### src/rtl/spi_debug_master.sv
// spi_debug_master: SPI mode-0 initiator for 32-bit debug write frames {addr, data}, MSB first.
// Ports:
//   clk, reset            - system clock, asynchronous active-high reset
//   req_valid/req_ready   - request handshake; req_ready is high only in IDLE
//   req_addr, req_data    - 16-bit address and data, latched on the handshake edge
//   done                  - one-cycle pulse when a frame completes
//   rx_data               - 32-bit word shifted in from spi_miso during the last frame
//   busy                  - high whenever the block is not idle
//   spi_clk, spi_cs, spi_mosi, spi_miso - SPI pins (mode 0, active-low select)
module spi_debug_master #(
    parameter int CLKDIV = 2,
    parameter int GAP    = 4
) (
    input  logic        clk,
    input  logic        reset,
    input  logic        req_valid,
    output logic        req_ready,
    input  logic [15:0] req_addr,
    input  logic [15:0] req_data,
    output logic        done,
    output logic [31:0] rx_data,
    output logic        busy,
    output logic        spi_clk,
    output logic        spi_cs,
    output logic        spi_mosi,
    input  logic        spi_miso
);
    typedef enum logic [2:0] {S_IDLE, S_SETUP, S_HIGH, S_LOW, S_HOLD, S_GAP} state_t;

    localparam logic [7:0] DIV_LAST = 8'(CLKDIV - 1);
    // The IDLE cycle before the next handshake also keeps spi_cs high, so the
    // GAP state itself lasts one cycle less than the required high time.
    localparam logic [7:0] GAP_LAST = 8'((GAP > 1) ? GAP - 2 : 0);

    state_t      state, state_n;
    logic [7:0]  cnt, cnt_n;
    logic [4:0]  bit_cnt, bit_n;
    logic [31:0] tx_shift, tx_n, rx_shift, rx_n, rxd_n;
    logic        done_n, phase_end;

    assign req_ready = state == S_IDLE;
    assign busy      = state != S_IDLE;
    assign phase_end = cnt == DIV_LAST;

    always_comb begin
        state_n = state;
        cnt_n   = cnt + 8'd1;
        bit_n   = bit_cnt;
        tx_n    = tx_shift;
        rx_n    = rx_shift;
        rxd_n   = rx_data;
        done_n  = 1'b0;
        case (state)
            S_IDLE: begin
                cnt_n = 8'd0;
                if (req_valid) begin
                    state_n = S_SETUP;
                    tx_n    = {req_addr, req_data};
                    bit_n   = 5'd0;
                end
            end
            S_SETUP, S_LOW: begin
                if (phase_end) begin
                    state_n = S_HIGH;
                    cnt_n   = 8'd0;
                end
            end
            S_HIGH: begin
                if (phase_end) begin
                    cnt_n = 8'd0;
                    rx_n  = {rx_shift[30:0], spi_miso};
                    if (bit_cnt == 5'd31) begin
                        state_n = S_HOLD;
                    end else begin
                        state_n = S_LOW;
                        tx_n    = {tx_shift[30:0], 1'b0};
                        bit_n   = bit_cnt + 5'd1;
                    end
                end
            end
            S_HOLD: begin
                if (phase_end) begin
                    state_n = S_GAP;
                    cnt_n   = 8'd0;
                    done_n  = 1'b1;
                    rxd_n   = rx_shift;
                end
            end
            S_GAP: begin
                if (cnt == GAP_LAST) begin
                    state_n = S_IDLE;
                    cnt_n   = 8'd0;
                end
            end
            default: state_n = S_IDLE;
        endcase
    end

    // Pin values are registered from the next state so every pin comes straight from a flop.
    always_ff @(posedge clk or posedge reset) begin
        if (reset) begin
            state    <= S_IDLE;
            cnt      <= 8'd0;
            bit_cnt  <= 5'd0;
            tx_shift <= 32'd0;
            rx_shift <= 32'd0;
            rx_data  <= 32'd0;
            done     <= 1'b0;
            spi_cs   <= 1'b1;
            spi_clk  <= 1'b0;
            spi_mosi <= 1'b0;
        end else begin
            state    <= state_n;
            cnt      <= cnt_n;
            bit_cnt  <= bit_n;
            tx_shift <= tx_n;
            rx_shift <= rx_n;
            rx_data  <= rxd_n;
            done     <= done_n;
            spi_cs   <= state_n == S_IDLE || state_n == S_GAP;
            spi_clk  <= state_n == S_HIGH;
            spi_mosi <= (state_n == S_SETUP || state_n == S_HIGH || state_n == S_LOW) && tx_n[31];
        end
    end
endmodule

### config.mk
export PLATFORM = sky130hd
export DESIGN_NAME = spi_debug_master
export DESIGN_NICKNAME = d
export VERILOG_FILES = /design/src/rtl/spi_debug_master.sv
export SDC_FILE = /design/constraint.sdc
export NUM_CORES = 1
export LEC_CHECK = 0
export ABC_AREA = 1
export BUFFER_PORTS_ARGS = -buffer_cell sky130_fd_sc_hd__buf_2
export CAP_MARGIN = 40
export CORE_UTILIZATION = 51
export DETAILED_ROUTE_END_ITERATION = 8
export PLACE_DENSITY_LB_ADDON = 0.12
export SYNTH_ARGS = -nofsm -noshare
export SYNTH_HDL_FRONTEND = slang
export SYNTH_SLANG_ARGS = --single-unit
### constraint.sdc
create_clock -name clk -period 3.74 [get_ports clk]
set_clock_uncertainty 0.2 [all_clocks]
set_input_delay 0.748 -clock clk [delete_from_list [all_inputs] [get_ports clk]]
set_output_delay 0.748 -clock clk [all_outputs]
set_load 0.005 [all_outputs]
; Word level (Yosys, flattened, before mapping)
; Index checks and enable logic that the tools add are counted.
[totals]
out_inout_bits = 38
inputBits = 36
elab_cells = 61
register_bits = 116
[classes]
n_mux = 20
addsub = 2
n_reduce_logical = 13
n_eq_ne = 15
[op_table]
columns = cell, count
row1 = 32-bit two-way mux, 3
row2 = 32-bit case mux with 2 select lines, 1
row3 = 8-bit case mux with 3 select lines, 1
row4 = 3-bit two-way mux, 6
row5 = 8-bit two-way mux, 2
row6 = 5-bit two-way mux, 3
row7 = 3-bit case mux with 5 select lines, 1
row8 = "3-bit by 2-bit equality test with 1-bit output, second input constant", 4
row9 = 5-bit case mux with 2 select lines, 1
row10 = "3-bit equality test, second input constant", 3
row11 = "8-bit by 1-bit adder with 8-bit output, second input constant", 1
row12 = "8-bit by 1-bit equality test with 1-bit output, second input constant", 1
row13 = "8-bit by 2-bit equality test with 1-bit output, second input constant", 1
row14 = "3-bit by 1-bit equality test with 1-bit output, second input constant", 2
row15 = 3-bit zero test, 2
row16 = "2-bit inequality test, second input constant", 3
row17 = "5-bit by 1-bit adder with 5-bit output, second input constant", 1
row18 = "5-bit equality test, second input constant", 1
row19 = 2-bit AND reduction, 2
row20 = 4-bit AND reduction, 1
row21 = 4-bit OR reduction, 1
row22 = 1-bit logical OR, 3
row23 = 3-bit nonzero test, 1
row24 = 1-bit two-way mux, 2
row25 = other kinds (3), 3

; Depth between registers and ports, before layout
; Gate-level depths: netlist of the first run.
[depth]
word_depth = 8
mapped_depth = 11
mapped_depth_nobuf = 10

; Worst setup path after synthesis of the first run
; Ideal clock, no wire load.
[synth_path]
path_kind = reg2reg
from = reg bit_cnt[0]
to = reg spi_mosi
stages_incl_launch_ff = 11
arrival_time_ns = 1.676
setup_slack_ns = 1.787
required_time_ns = 3.463
path_buffers = 1
setup_ns = 0.077
cell_sequence = dfrtp_1 -> ha_1 -> nand2_1 -> nor2_1 -> ha_1 -> inv_1 -> clkbuf_1 -> nor2_1 -> nor2_1 -> nand2_1 -> a21oi_1
[synth_via]
elab_chain_cells = 8
elab_cells_between_ends = 13
classes_between = eq/ne (4) / mux (6) / reduce/logical (3)
[synth_rtl]
columns = element, line_no
row1 = from (decl), 37  ; logic [4:0] bit_cnt, bit_n;
row2 = from (signal assigned), 115  ; bit_cnt <= bit_n;
row3 = 5-bit equality test (*), 72  ; if (bit_cnt == 5'd31) begin
row4 = 3-bit two-way mux, 72
row5 = 3-bit two-way mux, 69  ; if (phase_end) begin
row6 = 3-bit case mux with 5 select lines, 53  ; case (state)
row7 = 3-bit by 1-bit equality test with 1-bit output / 3-bit by 2-bit equality test with 1-bit output (equally long branches), 122  ; spi_mosi <= (state_n == S_SETUP || state_n == S_HIGH || state_n == S_LOW) && tx_n[31];
row8 = 1-bit logical OR (2 in a row), 122
row9 = 1-bit logical AND (*), 122
row10 = to (signal assigned), 122
row11 = to (decl), 25  ; output logic spi_mosi,
; Mark *: on every way between the ends. The rest lies on a longest branch, timed or not. The select of a mux whose other input is x is not followed.
; A chain may end at the register's enable or synchronous reset.

; Final worst setup path of the first run
[layout_path]
from = reg cnt[1]
to = reg bit_cnt[2]
[layout_via]
elab_chain_cells = 3
[layout_rtl]
columns = element, line_no
row1 = from (decl), 36  ; logic [7:0] cnt, cnt_n;
row2 = from (signal assigned), 114  ; cnt <= cnt_n;
row3 = 8-bit by 1-bit equality test with 1-bit output, 43  ; assign phase_end = cnt == DIV_LAST;
row4 = 2-bit inequality test (no source line), --
row5 = 4-bit AND reduction (no source line), --
; Every way passes these cells.

==> flow_summary.json, run 1 <==
{
  "status": "complete, no violations",
  "endpoint_kind": "flop",
  "fmax_mhz": 380,
  "setup_viol": 0,
  "worst_path_max_delay_cell": "dfrtp_1",
  "synth_most_common_cell": "nand2_1",
  "grt_pass1_vias": 3846,
  "wl_um": 10000,
  "critical_path_buf_inv_count": 3,
  "hold_class": "in2async",
  "crit_start": "cnt[1]",
  "worst_slack_ns": 1.11,
  "reg2reg_to": "bit_cnt[2]",
  "crit_family": "buffers and inverters",
  "period_needed_ns": 2.63,
  "dr.pass1.iters": 4,
  "clockBufferDepth": 2,
  "htreeDepth": 4,
  "insertion_delay_ns": 0.52,
  "viasPerCell": 4.91,
  "syn2layout_area_growth_pct": 22.0,
  "cts_setup_buffers": 0,
  "slew_headroom_pct": 49.3,
  "yosys.area.top_type": "dfrtp_1",
  "post_drt_wl_per_cell_um": 12.5,
  "core-area_um2": 9420,
  "drcViolationCount": 0,
  "vias": 3937,
  "clk_pin_slew_ns": 0.06,
  "finalCritPeriodShare_pct": 70.4,
  "cts_tree": "done",
  "netlist_area_um2": 5040,
  "std_cell_rows": 35,
  "grt_usage_pct": 22.1,
  "crit_type": "reg2reg",
  "final_hold_viol_count": 0,
  "syn-instance-count": 589,
  "finalSetupTns_ns": 0,
  "startpoint_type": "flop",
  "start_util_pct": 53.6,
  "layout-drive-gt1-share_pct": 19.2,
  "crit_fanout": 25,
  "design.die.area_um2": 10300,
  "cts_root_buf": "clkbuf_8",
  "post-dp-hpwl_um": 6350,
  "drv_slew": 0,
  "ant_nets": 0,
  "synth.area.top_cells": "dfrtp_1 (57%), nand2_1 (15%), o21ai_0 (8.8%)",
  "grt_max_degree": 88,
  "ff2ff_path_depth": 10,
  "rsz0062_at_grt": "false",
  "crit_required_ns": 3.94,
  "synth_warnings": 0,
  "critPathArrivalTime_ns": 2.83,
  "cts_buffers": 17,
  "hold_buffers": 0,
  "power.static_leakage_nw": 3.14,
  "r2r_start": "cnt[1]",
  "grt_pass1_wl_um": 17200,
  "cts.sinks": 116,
  "synth.distinct_cells": 29,
  "fp.dieH_um": 101,
  "synthArstFlopShare_pct": 100,
  "yosysSeqAreaShare_pct": 57.6,
  "drtIter0Drc": 159,
  "antenna_found_initial": 0,
  "pin_count": 74,
  "cpPeakStageDelay_ns": 0.41,
  "path_depth": 10,
  "diodes": 0,
  "port_buffers": 73,
  "synth-seq-cells": 116,
  "synth.top_cell.area_share_pct": 57.0,
  "die_w_um": 101,
  "fin_nets": 702,
  "syn_avg_cell_area_um2": 8.57,
  "rrSetupSlack_ns": 1.11,
  "vdd_ir_drop_max_uv": 489,
  "cellPowerDensity_nw_per_um2": 493,
  "preCtsSetupSlack_ns": 1.16,
  "syn_nets": 631,
  "worstMarginPinSlew_ns": 0.760,
  "crit_path_frequent_cell": "inv_1",
  "worstPathCellList": "inv_1 > ha_1 > nand2_2 > nor2_4 > nand3b_4 > nand2_1 > buf_4 > inv_1 > a21oi_1 > nor2_1",
  "place_congestion": 0.768,
  "max-cap-violations": 0,
  "synth_common_cells": "nand2_1 (206), dfrtp_1 (115), o21ai_0 (89)",
  "cts_resized": 0,
  "grt-ovfl-total": 0,
  "synth-main-ff-cell": "dfrtp_1",
  "synth_edf_count": 0
}
==> area by class of cell <==
type                    count  area (µm²)
well taps                 129         161
repair buffers             82         465
clock buffers              20         455
flip-flops and latches    116        2900
multi-input cells         387        1780
clock inverters            12         176
fillers                   768        3260
inverters                  56         214
==> metrics by stage <==
step	utilization, %	power, mW	instance area [µm²]	instances	hold slack [ns]
after floorplan	-	1.32	5050	589	0.242
after global placement	58.3	1.35	5490	768	0.254
after detailed placement	58.7	1.35	5520	770	0.259
after CTS	65.4	3.06	6150	802	0.0466
after global routing	65.4	3.13	6150	802	0.0716
final	65.4	3.03	6150	802	0.0538
==> flip-flops by register name, summed over array words and instances (netlist names), 3 cells and up <==
| name | count |
|---|---|
| rx_data | 32 |
| state | 3 |
| bit_cnt | 5 |
| tx_shift | 32 |
| rx_shift | 32 |
| cnt | 8 |
==> kinds of logic (layout without fill, tap and decap cells) <==
logic type,after synthesis,in the layout,share of synthesized area (%)
XOR/XNOR,3,3,0.521
AND/OR/NAND/NOR,269,269,21.8
buffers and inverters,86,170,7.24
adder cells (fa/ha/maj),6,6,1.49
flip-flops,116,116,57.6
AO/OA/AOI/OAI,109,109,11.4
==> routing by layer <==
layer  global-route usage [%]  wire [µm]  up-vias
li1                         -          -     1996
met1                     28.4       4730     1850
met2                     35.0       4750       85
met3                     5.45        418        6
met4                     11.0        116        0
met5                        0          0        -
==> where the power goes <==
| group | internal (mW) | leakage, nW | total, mW | switching, mW |
|---|---|---|---|---|
| Sequential | 1.26 | 1.46 | 1.27 | 0.00476 |
| Combinational | 0.0207 | 1.37 | 0.0580 | 0.0372 |
| Clock | 1.13 | 0.307 | 1.70 | 0.570 |
==> cell usage in the layout, fill, tap and decap left out, drive strengths merged, types with 2 or more instances in the layout <==
cell type | netlist | layout
a21oi | 6 | 6
a31oi | 9 | 9
buf | 16 | 82
bufinv | 0 | 4
clkbuf | 14 | 20
clkinv | 0 | 5
clkinvlp | 0 | 3
dfrtp | 115 | 115
ha | 6 | 6
inv | 56 | 56
nand2 | 208 | 208
nand3 | 10 | 10
nand4 | 8 | 8
nor2 | 38 | 38
nor3 | 3 | 3
o21ai | 89 | 89
o21bai | 3 | 3
xor2 | 2 | 2
==> worst max path at each step <==
stage,to,slack [ns]
floorplan,bit_cnt[0],1.38
global placement,bit_cnt[2],1.26
detailed placement,bit_cnt[2],1.16
CTS,bit_cnt[2],1.15
global route,bit_cnt[2],0.88
finish,bit_cnt[2],1.11
No activity file was read; power rests on OpenSTA's default activity.
==> inputs of run 2 (changes only) <==
--- a/config.mk
+++ b/config.mk
@@ -8,7 +8,7 @@
 export ABC_AREA = 1
 export BUFFER_PORTS_ARGS = -buffer_cell sky130_fd_sc_hd__buf_2
 export CAP_MARGIN = 40
-export CORE_UTILIZATION = 51
+export CORE_UTILIZATION = 55
 export DETAILED_ROUTE_END_ITERATION = 8
 export PLACE_DENSITY_LB_ADDON = 0.12
 export SYNTH_ARGS = -nofsm -noshare
==> constraint.sdc (replaced) <==
create_clock -name clk -period 2.75 [get_ports clk]
set_clock_uncertainty 0.2 [all_clocks]
set_input_delay 0.55 -clock clk [delete_from_list [all_inputs] [get_ports clk]]
set_output_delay 0.55 -clock clk [all_outputs]
set_load 0.005 [all_outputs]
==> run 2 against run 1 <==
- the run now ends with design-rule violations left
- total power up 32%
- worst setup slack worse by 0.70 ns
- count of clock-buffer cells in the layout down 2
==> flow_summary.json, run 2 (same netlist as run 1, synthesis figures left out) <==
{
  "finalSetupTns_ns": 0,
  "dr.pass1.iters": 6,
  "port_buffers": 73,
  "drcViolationCount": 8,
  "syn2layout_area_growth_pct": 21.6,
  "r2r_start": "bit_cnt[0]",
  "cts_buffers": 17,
  "fillers": 713,
  "clockBufferDepth": 2,
  "cts_resized": 0,
  "period_needed_ns": 2.34,
  "pin_count": 74,
  "htreeDepth": 4,
  "fin_nets": 704,
  "finalCritPeriodShare_pct": 85.1,
  "cts_root_buf": "clkbuf_8",
  "grt_usage_pct": 23.3,
  "violations": "design-rule violations",
  "std_cell_rows": 34,
  "power.static_leakage_nw": 3.13,
  "rrSetupSlack_ns": 0.41,
  "ant_nets": 0,
  "vias": 3996,
  "grt_pass1_vias": 3915,
  "drtIter0Drc": 172,
  "final_common_cell": "nand2_1",
  "status": "complete, but fails checks",
  "rsz0062_at_grt": "false",
  "top_regs": "rx_data (32), rx_shift (32), tx_shift (32)",
  "die_w_um": 97.8,
  "critPathArrivalTime_ns": 2.58,
  "antenna_found_initial": 0,
  "final_cell_mix": "nand2_1 (205), dfrtp_1 (115), o21ai_0 (89)",
  "worstMarginPinSlew_ns": 0.758,
  "clk_pin_slew_ns": 0.06,
  "viasPerCell": 5.10,
  "start_util_pct": 57.3,
  "layout-drive-gt1-share_pct": 19.3,
  "fp.dieH_um": 97.8,
  "hp-start": "req_data[0]",
  "endpoint_kind": "flop",
  "vdd_ir_drop_max_uv": 445,
  "core-area_um2": 8810,
  "cts_tree": "done",
  "cts.sinks": 116,
  "cts_setup_buffers": 0,
  "insertion_delay_ns": 0.51,
  "wl_um": 10000,
  "drv_slew": 0,
  "grt_pass1_wl_um": 17700,
  "final_hold_viol_count": 0,
  "crit_type": "reg2reg",
  "crit_fanout": 24,
  "place_congestion": 0.749,
  "design.die.area_um2": 9560,
  "crit_required_ns": 2.99,
  "hold_buffers": 1,
  "fmax_mhz": 427,
  "setup_viol": 0,
  "post-dp-hpwl_um": 6410,
  "grt-ovfl-total": 0,
  "post_drt_wl_per_cell_um": 12.8,
  "hold_class": "in2reg",
  "worst_hold_slack_ns": 0.0584,
  "cellPowerDensity_nw_per_um2": 654,
  "startpoint_type": "flop",
  "max-cap-violations": 0,
  "slew_headroom_pct": 49.4,
  "diodes": 0,
  "grt_max_degree": 47,
  "crit_start": "bit_cnt[0]"
}
-- run 2: through the flow --
stage	power, mW	utilization (%)	std cells	instance area (µm²)	worst slack (ns)
finish	4.01	69.7	783	6130	0.410
global route	4.13	69.7	783	6130	0.193
CTS	4.04	69.7	783	6130	0.412
detailed placement	1.84	62.7	750	5520	0.471
global placement	1.84	62.7	750	5520	0.586
floorplan	1.79	-	589	5050	0.587
-- run 2: per-layer routing --
layer  track usage, %  wire length [µm]  vias up
li1                 -                 -     2005
met1             30.8              4620     1900
met2             38.3              4940       82
met3             5.65               389        9
met4             7.58                72        0
met5                0                 0        -
-- run 2: cell type report --
class	instances	area (µm²)	area share (%)
flip-flops and latches	116	2900	47.3
multi-input cells	387	1780	29.0
repair buffers	84	500	8.16
clock buffers	18	428	6.98
inverters	56	214	3.49
clock inverters	14	175	2.86
well taps	108	135	2.20
-- run 2: final timing paths --
check	to	cells past startpoint
setup reg to reg	bit_cnt[4]	9
max in group asynchronous	spi_cs	4
hold reg to reg	tx_shift[23]	2
min in group asynchronous	rx_data[6]	3
setup / recovery	bit_cnt[4]	9
hold / removal	tx_shift[0]	3
-- run 2: critical path, cell delays in order, from the launching register on --
cell and delay [ns]:
dfrtp_1 0.38, ha_1 0.19, nand2_1 0.09, nor2_1 0.14, ha_1 0.19, nand3b_4 0.15
nand2_1 0.11, inv_1 0.57, nand2_1 0.13, nand2_1 0.11
-- run 2: power by group --
| part | switching (mW) | total [mW] | internal [mW] | leakage, nW |
|---|---|---|---|---|
| combinational | 0.0511 | 0.0814 | 0.0303 | 1.38 |
| clock | 0.796 | 2.21 | 1.41 | 0.288 |
| sequential | 0.00645 | 1.73 | 1.72 | 1.46 |
